**src/rtl/bp_update_queue_pkg.sv**
```systemverilog
// Shared types for the execute-to-predictor update path: queue entry and predictor packet.
// Latency: n/a (types, constants and a pure next-PC helper only).
// Backpressure: n/a.
package bp_update_queue_pkg;

    localparam int XLEN = 32;

    localparam logic [31:0] STAT_MAX = 32'hFFFF_FFFF;

    // Update packet consumed by BP_top's ex_bp_packet_in.
    typedef struct packed {
        logic [XLEN-1:0] PC;
        logic [XLEN-1:0] tg_pc;
        logic            br_en;
        logic            con_br_en;
        logic            con_br_taken;
    } EX_BP_PACKET;

    // One resolved branch waiting in the update queue. 'taken' is already
    // forced to 1 for unconditional jumps.
    typedef struct packed {
        logic [XLEN-1:0] pc;
        logic [XLEN-1:0] tgt;
        logic            cond;
        logic            taken;
    } BP_UPD_ENTRY;

    // Architecturally correct next PC of a resolved control-flow instruction.
    function automatic logic [XLEN-1:0] actual_npc(input logic [XLEN-1:0] pc,
                                                   input logic [XLEN-1:0] tgt,
                                                   input logic            taken);
        return taken ? tgt : pc + XLEN'(4);
    endfunction

endpackage

```
**src/rtl/bp_upd_fifo.sv**
```systemverilog
// Two-in/two-out circular buffer of BP_UPD_ENTRY with an occupancy count.
// Latency: a pushed entry is visible on head_dat from the next cycle.
// Backpressure: none internally; the caller must keep push_cnt within the free space and pop_cnt within count.
module bp_upd_fifo
    import bp_update_queue_pkg::*;
#(
    parameter int DEPTH = 8
)
(
    input  logic                       clock,
    input  logic                       reset,
    input  logic [1:0]                 push_cnt,
    input  BP_UPD_ENTRY [1:0]          push_dat,
    input  logic [1:0]                 pop_cnt,
    output BP_UPD_ENTRY [1:0]          head_dat,
    output logic [$clog2(DEPTH):0]     count
);

    // DEPTH must be a power of two so the pointers wrap by plain overflow.
    localparam int AW = $clog2(DEPTH);

    BP_UPD_ENTRY       mem [DEPTH];
    logic [AW-1:0]     wr_ptr;
    logic [AW-1:0]     rd_ptr;

    // Pointer and count bookkeeping; pointers wrap naturally at DEPTH.
    always_ff @(posedge clock or negedge reset) begin
        if (!reset) begin
            wr_ptr <= '0;
            rd_ptr <= '0;
            count  <= '0;
        end else begin
            wr_ptr <= wr_ptr + AW'(push_cnt);
            rd_ptr <= rd_ptr + AW'(pop_cnt);
            count  <= count + (AW+1)'(push_cnt) - (AW+1)'(pop_cnt);
        end
    end

    // Entry storage; push_dat[0] is always the older of the pushed entries.
    always_ff @(posedge clock) begin
        if (push_cnt != 2'd0) begin
            mem[wr_ptr] <= push_dat[0];
        end
        if (push_cnt == 2'd2) begin
            mem[wr_ptr + AW'(1)] <= push_dat[1];
        end
    end

    assign head_dat[0] = mem[rd_ptr];
    assign head_dat[1] = mem[rd_ptr + AW'(1)];

endmodule

```
**src/rtl/bp_update_queue.sv**
```systemverilog
// Resolves up to two branches per cycle, raises a registered squash and queues predictor updates (optional stats: BP_UPD_STATS_EN).
// Latency: squash 1 cycle after the inputs; predictor update appears 2 cycles after the inputs (no bypass).
// Backpressure: ex_stall (combinational) when fewer than 2 entries are free; inputs are ignored while it is high.
module bp_update_queue
    import bp_update_queue_pkg::*;
#(
    parameter int DEPTH = 8
)
(
    input  logic                   clock,
    input  logic                   reset,
    input  logic [1:0]             ex_br_valid,
    input  logic [1:0]             ex_br_cond,
    input  logic [1:0]             ex_br_taken,
    input  logic [1:0][XLEN-1:0]   ex_br_pc,
    input  logic [1:0][XLEN-1:0]   ex_br_tgt,
    input  logic [1:0][XLEN-1:0]   ex_pred_npc,
    output logic                   ex_stall,
    output logic                   squash_en,
    output logic [XLEN-1:0]        squash_pc,
    output EX_BP_PACKET [1:0]      ex_bp_packet_out
`ifdef BP_UPD_STATS_EN
    ,
    output logic [31:0]            stat_br_cnt,
    output logic [31:0]            stat_mispred_cnt
`endif
);

    localparam int AW = $clog2(DEPTH);

    logic [AW:0]            count;
    logic [1:0]             taken_eff;
    logic [1:0]             mispred;
    logic [1:0][XLEN-1:0]   npc;
    logic                   accept;
    logic                   keep1;
    logic                   squash_nxt;
    logic [XLEN-1:0]        squash_pc_nxt;
    logic [1:0]             push_cnt;
    logic [1:0]             pop_cnt;
    BP_UPD_ENTRY [1:0]      ent;
    BP_UPD_ENTRY [1:0]      push_dat;
    BP_UPD_ENTRY [1:0]      head_dat;

    // Stall on occupancy before this cycle's dequeue, so a slot freed by the
    // drain is never reused in the same cycle.
    assign ex_stall = (count > (AW+1)'(DEPTH - 2));

    // Resolve both slots, pick the squash source and pack enqueues without holes.
    always_comb begin
        taken_eff     = '0;
        mispred       = '0;
        npc           = '0;
        ent           = '0;
        accept        = 1'b0;
        keep1         = 1'b0;
        squash_nxt    = 1'b0;
        squash_pc_nxt = '0;
        push_cnt      = 2'd0;
        push_dat      = '0;
        pop_cnt       = 2'd0;

        for (int s = 0; s < 2; s++) begin
            taken_eff[s]  = ~ex_br_cond[s] | ex_br_taken[s];
            npc[s]        = actual_npc(ex_br_pc[s], ex_br_tgt[s], taken_eff[s]);
            mispred[s]    = ex_br_valid[s] & (ex_pred_npc[s] != npc[s]);
            ent[s].pc     = ex_br_pc[s];
            ent[s].tgt    = ex_br_tgt[s];
            ent[s].cond   = ex_br_cond[s];
            ent[s].taken  = taken_eff[s];
        end

        accept = ~ex_stall;
        // A slot-0 mispredict makes slot 1 wrong-path: drop it entirely.
        keep1  = ex_br_valid[1] & ~mispred[0];

        squash_nxt    = accept & (mispred[0] | (keep1 & mispred[1]));
        squash_pc_nxt = mispred[0] ? npc[0] : npc[1];

        if (accept) begin
            push_cnt = {1'b0, ex_br_valid[0]} + {1'b0, keep1};
        end
        push_dat[0] = ex_br_valid[0] ? ent[0] : ent[1];
        push_dat[1] = ent[1];

        pop_cnt = (count >= (AW+1)'(2)) ? 2'd2 : count[1:0];
    end

    bp_upd_fifo #(
        .DEPTH    (DEPTH)
    ) u_fifo (
        .clock    (clock),
        .reset    (reset),
        .push_cnt (push_cnt),
        .push_dat (push_dat),
        .pop_cnt  (pop_cnt),
        .head_dat (head_dat),
        .count    (count)
    );

    // Squash request: one-cycle pulse; the PC holds until the next squash.
    always_ff @(posedge clock or negedge reset) begin
        if (!reset) begin
            squash_en <= 1'b0;
            squash_pc <= '0;
        end else begin
            squash_en <= squash_nxt;
            if (squash_nxt) begin
                squash_pc <= squash_pc_nxt;
            end
        end
    end

    // Drain up to two entries per cycle; idle slots clear the enables but keep PC/tg_pc.
    always_ff @(posedge clock or negedge reset) begin
        if (!reset) begin
            ex_bp_packet_out <= '0;
        end else begin
            for (int s = 0; s < 2; s++) begin
                if (pop_cnt > 2'(s)) begin
                    ex_bp_packet_out[s].PC           <= head_dat[s].pc;
                    ex_bp_packet_out[s].tg_pc        <= head_dat[s].tgt;
                    ex_bp_packet_out[s].br_en        <= 1'b1;
                    ex_bp_packet_out[s].con_br_en    <= head_dat[s].cond;
                    ex_bp_packet_out[s].con_br_taken <= head_dat[s].taken;
                end else begin
                    ex_bp_packet_out[s].br_en        <= 1'b0;
                    ex_bp_packet_out[s].con_br_en    <= 1'b0;
                    ex_bp_packet_out[s].con_br_taken <= 1'b0;
                end
            end
        end
    end

`ifdef BP_UPD_STATS_EN
    // Saturating counters of accepted branches and squash-causing mispredicts.
    always_ff @(posedge clock or negedge reset) begin
        if (!reset) begin
            stat_br_cnt      <= '0;
            stat_mispred_cnt <= '0;
        end else begin
            if (stat_br_cnt > (STAT_MAX - 32'(push_cnt))) begin
                stat_br_cnt <= STAT_MAX;
            end else begin
                stat_br_cnt <= stat_br_cnt + 32'(push_cnt);
            end
            if (squash_nxt && (stat_mispred_cnt != STAT_MAX)) begin
                stat_mispred_cnt <= stat_mispred_cnt + 32'd1;
            end
        end
    end
`endif

endmodule

```
**config.mk**
```make
export PLATFORM = sky130hd
export DESIGN_NAME = bp_update_queue
export DESIGN_NICKNAME = d
export VERILOG_FILES = /design/src/rtl/bp_update_queue_pkg.sv /design/src/rtl/bp_upd_fifo.sv /design/src/rtl/bp_update_queue.sv
export SDC_FILE = /design/constraint.sdc
export NUM_CORES = 2
export LEC_CHECK = 0
export ABC_AREA = 0
export BUFFER_PORTS_ARGS = -buffer_cell sky130_fd_sc_hd__buf_2
export CORE_MARGIN = 2
export CORE_UTILIZATION = 50
export DETAILED_ROUTE_END_ITERATION = 6
export MAX_ROUTING_LAYER = met4
export PLACE_DENSITY = 0.7
export SLEW_MARGIN = 20
export SYNTH_ARGS = -nofsm -noshare
export SYNTH_HDL_FRONTEND = slang
export SYNTH_SLANG_ARGS = --single-unit
```
**constraint.sdc**
```tcl
create_clock -name clock -period 9.6 [get_ports clock]
set_clock_uncertainty 0.05 [all_clocks]
set_input_delay 1.44 -clock clock [delete_from_list [all_inputs] [get_ports clock]]
set_output_delay 1.44 -clock clock [all_outputs]
set_load 0.05 [all_outputs]
```
---- Word-level counts from Yosys, hierarchy flattened ----
Memory sizes are Yosys's and may differ from the RTL's.
Index checks and enable logic that the tools add are counted.
operators by class
  add/sub/neg operators ................... 9
  $lt $le $gt $ge ......................... 4
  eq/ne operators ......................... 3
  multiplexer cells ....................... 12
  bitwise gates (word level) .............. 12
  reduce and logical (&&, ||, !) cells .... 1
operators by type and width
  cell                                                                             count
  32-bit two-way mux                                                               3
  66-bit two-way mux                                                               1
  32-bit by 3-bit adder with 32-bit output, second input constant                  2
  32-bit != test                                                                   2
  3-bit by 1-bit adder with 3-bit output, second input constant                    2
  3-bit by 2-bit adder with 3-bit output                                           2
  3-bit two-way mux                                                                2
  1-bit AND                                                                        5
  4-bit by 2-bit adder with 4-bit output                                           1
  4-bit by 2-bit >= comparator with 1-bit output, second input constant            1
  2-bit by 1-bit greater-than comparator with 1-bit output, second input constant  2
  4-bit by 3-bit greater-than comparator with 1-bit output, second input constant  1
  1-bit two-way mux                                                                4
  2-bit two-way mux                                                                2
  1-bit NOT                                                                        4
  4-bit by 2-bit subtractor with 4-bit output                                      1
  1-bit OR                                                                         3
  1-bit by 1-bit adder with 2-bit output                                           1
  2-bit equality test, second input constant                                       1
  2-bit nonzero test                                                               1
storage, ports and cells
  register bits ........................... 177
  bits in writable memories ............... 528
  input port bits ......................... 200
  output and inout bits ................... 168
  memories ................................ 1
memories
  name        words  width  read ports  clocked after memory_dff  write ports  RTL line           RTL
  u_fifo.mem  8      66     2           0                         2            bp_upd_fifo.sv:22  BP_UPD_ENTRY mem [DEPTH];

---- Depth between registers and ports, before layout ----
  depth after elaboration ................. 12
  depth in mapped cells ................... 21
  depth with buffers taken out ............ 18

---- Cells and area by module ----
Synthesis repeated with hierarchy kept, for this count alone.
unflattened totals
  cell total of the unflattened synthesis .. 3,387
  area total of the unflattened synthesis .. 43,196.4 µm²
modules (own cells, without submodules)
  module           times used  cells each  area each (µm²)
  bp_upd_fifo      1           2,112       31,744.2
  bp_update_queue  1           1,275       11,452.2

---- Least setup slack after synthesis ----
No wires, ideal clock.
  kind .................................... input port to flip-flop
  from .................................... input port ex_br_pc[12] (netlist name)
  to ...................................... memory u_fifo.mem[4][0] (netlist name), enable pin
  library setup time ...................... 0.588 ns
  arrival ................................. 10.075 ns
  setup slack ............................. -1.114 ns
  stages .................................. 18
  buffers on the path ..................... 4
  cells stage by stage .................... buf_2 > nand4_4 > or4_1 > buf_2 > o311a_1 > or4_1 > or4_1 > or4_1 > nand2_1 > a31o_1 > buf_6 > buf_6 > and2_1 > ha_1 > nand2_1 > inv_1 > o21ai_0 > o31ai_1
RTL lines
  item                RTL line               RTL
  start: declaration  bp_update_queue.sv:15  input logic [1:0][XLEN-1:0] ex_br_pc,
  end: declaration    bp_upd_fifo.sv:22

==> impl_summary.log <==
INFO  metric min_period_over_period = 72.7%
INFO  metric post_synth.cell_area_avg = 11.4 sq um
INFO  metric final_max_slew_viol_count = 0
INFO  metric layout_min_cycle_time = 6980 ps
INFO  metric commonest_cells_in_the_synthesized_netlist = sky130_fd_sc_hd__nor2_1, sky130_fd_sc_hd__a21oi_1, sky130_fd_sc_hd__edfxtp_1
INFO  metric area_growth_syn_to_layout = 12.9%
INFO  metric power_switching = 6.17 mW
INFO  metric gp_congestion = 1.05
INFO  metric drc = 0
INFO  metric syn_inst = 3574
INFO  metric register_area = 20300 sq um
INFO  metric first_pass_drt_iterations = 6
INFO  metric first_global_vias = 30675
INFO  metric synth.most_common_cell = sky130_fd_sc_hd__nor2_1
INFO  metric holdCritPathClass = register to register
INFO  metric numClockSinks = 705
INFO  metric design.portCount = 368
INFO  metric place.detailed.hpwl = 100 mm
INFO  metric post_route_cells_drive_above_1_share = 23.2%
INFO  metric rsz_0062_raised_after_global_routing = no
INFO  metric setup.worst_path.end_class = register
INFO  metric timing.final.ws_setup = 2620 ps
INFO  metric grt_use_total = 36.2%
INFO  metric die-height = 289 um
INFO  metric via_per_inst = 6.63
INFO  metric clock_power_share = 21.0%
INFO  metric worstReg2RegEnd = ex_bp_packet_out[64]$_DFFE_PN0N_
INFO  metric setup-violations-final = 0
INFO  metric detail-route-antenna-nets = 0
INFO  metric clk_pin_slew = 60 ps
INFO  metric combinational_family_with_the_most_area_after_synthesis = multiplexers
INFO  metric drt_iter0_markers = 5146
INFO  metric fillers = 6702
INFO  metric transition_time_of_the_tightest_slew_check_pin = 1170 ps
INFO  metric critical_path.reg2reg.startpoint = u_fifo.rd_ptr[0]$_DFF_PN0_
INFO  metric post_cts_resize_count = 0
INFO  metric highest_net_fanout_along_the_worst_path = 58
INFO  metric timing_worst_setup_path_type = input pin to register
INFO  metric port_buffers = 367
INFO  metric cts_tree = done
INFO  metric power_leakage = 17.1 nW
INFO  metric synth-adder-area-share = 0.549%
INFO  metric synth.mux.area_fraction = 21.7%
INFO  metric route.vias.total = 32380
INFO  metric clockBufferDepth = 3
INFO  metric dp_worst_setup_slack = 2120 ps
INFO  metric crit_required = 9810 ps
INFO  metric number_of_antenna_violations_at_the_first_check_in_global_routing = 22
INFO  metric vdd.ir_drop.worst = 0.000319 V
INFO  metric fin_util = 57.0%
INFO  metric h_tree_level_count = 3
INFO  metric synth_unique_cells = 78
INFO  metric yosys.area_share.simple = 9.99%
INFO  metric top_area_cell_type_share_of_the_netlist_area = 39.1%
INFO  metric holdPathStages = 2
INFO  metric finalNetCount = 3958
INFO  metric worstPathArrival = 7190 ps
INFO  metric core.rowCount = 104
INFO  metric grt_start_max_net_pins = 142
INFO  metric design.die.area = 83500 sq um
INFO  metric tritoncts_buffer_count = 78
INFO  metric pwr_density_cell = 321 nW/um^2
INFO  metric hold_viol = 0
INFO  metric int_power = 8.55 mW
INFO  metric cts_root_buf = sky130_fd_sc_hd__clkbuf_16
INFO  metric r2r_setup_slack = 5710 ps
INFO  metric multi_input_comb_area = 19000 sq um
INFO  metric initial_core_utilization = 50.5%
INFO  metric cell_types_with_the_largest_area_share_after_synthesis = sky130_fd_sc_hd__edfxtp_1, sky130_fd_sc_hd__mux4_2, sky130_fd_sc_hd__dfrtp_1, sky130_fd_sc_hd__a21oi_1, sky130_fd_sc_hd__mux2i_1
INFO  metric worst_skew_pair.late_latency = 650 ps
INFO  metric totalNegativeSetupSlack = 0 ps
INFO  metric seq_power_share = 30.6%
INFO  metric grt_first_pass_wirelength = 211 mm
INFO  metric die_w = 289 um
INFO  metric share_comb_of_total_power = 48.4%
INFO  metric top_achievable_clock_speed = 143 MHz
INFO  metric synth_compound_area_share = 11.0%
INFO  metric routedWlPerCell = 30.3 um
INFO  metric outcome = finished clean
INFO  metric synth-main-ff-cell = sky130_fd_sc_hd__edfxtp_1
INFO  metric power.switching_fraction = 41.9%
INFO  metric post-cts-setup-buffer-count = 0
INFO  metric yosys.area_share.xor_xnor = 3.09%
INFO  metric core_area = 80400 sq um
INFO  metric worst_hold_startpoint = ex_bp_packet_out[43]$_DFFE_PN0N_
INFO  metric postSynthRegisterBits = 705
INFO  metric synth-edff-count = 528
INFO  metric synth.net_count = 3790
INFO  metric drt-total-wl = 148 mm
INFO  metric setup.worst_path.start_class = input pin
INFO  metric cts_hold_buffers = 0
INFO  metric async_flop_share = 25.1%
INFO  metric maxSlewHeadroom = 21.6%
INFO  metric post_synthesis_sequential_area_ratio = 50.0%
INFO  metric global_route.overflow_total = 0
INFO  metric hold-path-endpoint = ex_bp_packet_out[43]$_DFFE_PN0N_
INFO  metric rr_worst_depth = 5
INFO  metric ys.warnings.count = 0
INFO  metric max-cap-violations = 0
INFO  metric synth.cell_area = 40600 sq um
INFO  metric synth.largest_area_cell = sky130_fd_sc_hd__edfxtp_1
INFO  metric totalPowerFinal = 14.7 mW
==> logic make-up after synthesis <==
group	count (synthesis)
other	2
buffers and inverters	377
AOI/OAI and AO/OA	838
muxes	536
DFF	705
adders and majority gates	16
xor gates and xnor gates	140
and+or+nand+nor	960
==> worst max-delay path, stage by stage <==
cell                      delay, ps
sky130_fd_sc_hd__buf_2          220
sky130_fd_sc_hd__nand3_1        310
sky130_fd_sc_hd__or4_1          710
sky130_fd_sc_hd__o311a_1        400
sky130_fd_sc_hd__or4_1          500
sky130_fd_sc_hd__or4_1          410
sky130_fd_sc_hd__or4_1          480
sky130_fd_sc_hd__nand2_1         80
sky130_fd_sc_hd__a31o_2         190
sky130_fd_sc_hd__and2_1         130
sky130_fd_sc_hd__ha_1           140
sky130_fd_sc_hd__nand2_1        140
sky130_fd_sc_hd__nor3b_1        230
sky130_fd_sc_hd__buf_4          210
sky130_fd_sc_hd__nand3_4        640
sky130_fd_sc_hd__o21ai_4        250
sky130_fd_sc_hd__buf_4          610
==> worst max-delay path by stage <==
stage / slack [ps] / endpoint / start
final: 2620 / u_fifo.mem[6][27]$_DFFE_PP_ / ex_br_pc[2]
after global routing: 2390 / u_fifo.mem[2][0]$_DFFE_PP_ / ex_br_pc[8]
after CTS: 2750 / u_fifo.mem[5][17]$_DFFE_PP_ / ex_br_pc[5]
after detailed placement: 2120 / u_fifo.mem[5][24]$_DFFE_PP_ / ex_br_pc[5]
after global placement: 2210 / u_fifo.mem[2][0]$_DFFE_PP_ / ex_br_pc[12]
after floorplan: -900 / u_fifo.mem[5][0]$_DFFE_PP_ / ex_br_pc[12]
==> sequential cells by signal, indices dropped and copies added (netlist names) <==
| signal | count |
|---|---|
| squash_en | 1 |
| u_fifo.count | 4 |
| squash_pc | 32 |
| u_fifo.mem | 528 |
| u_fifo.rd_ptr | 3 |
| u_fifo.wr_ptr | 3 |
| ex_bp_packet_out | 134 |
==> per-layer routing <==
layer,up-vias,part of all wire [%],track usage [%]
met4,0,4.0,13.6
met3,316,16,13.0
met2,2502,43,50.5
met1,15916,38,48.4
li1,13646,-,-
met5,-,0,-
==> power groups by stage <==
stage / Clock, mW / Sequential, mW / Combinational, mW
after floorplan: 0 / 5.75 / 3.88
after global placement: 0 / 4.52 / 7.00
after detailed placement: 0 / 4.55 / 7.08
after CTS: 3.10 / 4.50 / 7.10
after global routing: 3.20 / 4.57 / 7.50
final: 3.09 / 4.50 / 7.12
==> cells in the final DEF (no fill, tap or decap), drive strengths merged, types with 7 or more instances in the layout <==
cell type,Yosys,final
nand2,211,211
o21ai,184,184
or4,11,11
buf,72,426
a21oi,565,565
nand3,30,30
mux2,49,49
nor2,576,576
nand4,32,32
a31oi,19,19
xnor2,80,80
ha,13,13
nand2b,15,15
xor2,58,58
and4,7,7
edfxtp,528,528
mux4,264,264
and3,7,7
dfrtp,177,177
clkbuf,267,112
clkinv,0,25
diode,0,20
mux2i,223,223
nor4,15,15
inv,38,40
and2,9,9
nor2b,8,8
nor3,18,18
==> area by class of cell <==
class / instances / share of cell area [%]
multi-input cells: 2492 / 41.5
repair buffers: 427 / 5.15
flip-flops and latches: 705 / 44.3
well taps: 1060 / 2.89
clock inverters: 34 / 0.824
inverters: 38 / 0.311
diodes: 20 / 0.109
clock buffers: 111 / 4.89
==> through the flow <==
step | std cells | cell area, sq um | hold WS, ps
2_1_floorplan | 3574 | 40600 | 455
3_3_place_gp | 4721 | 43100 | 408
3_5_place_dp | 4721 | 43100 | 415
4_1_cts | 4866 | 45800 | 429
5_1_grt | 4884 | 45800 | 447
6_report | 4887 | 45800 | 423
Power figures use the tool's default switching activity.
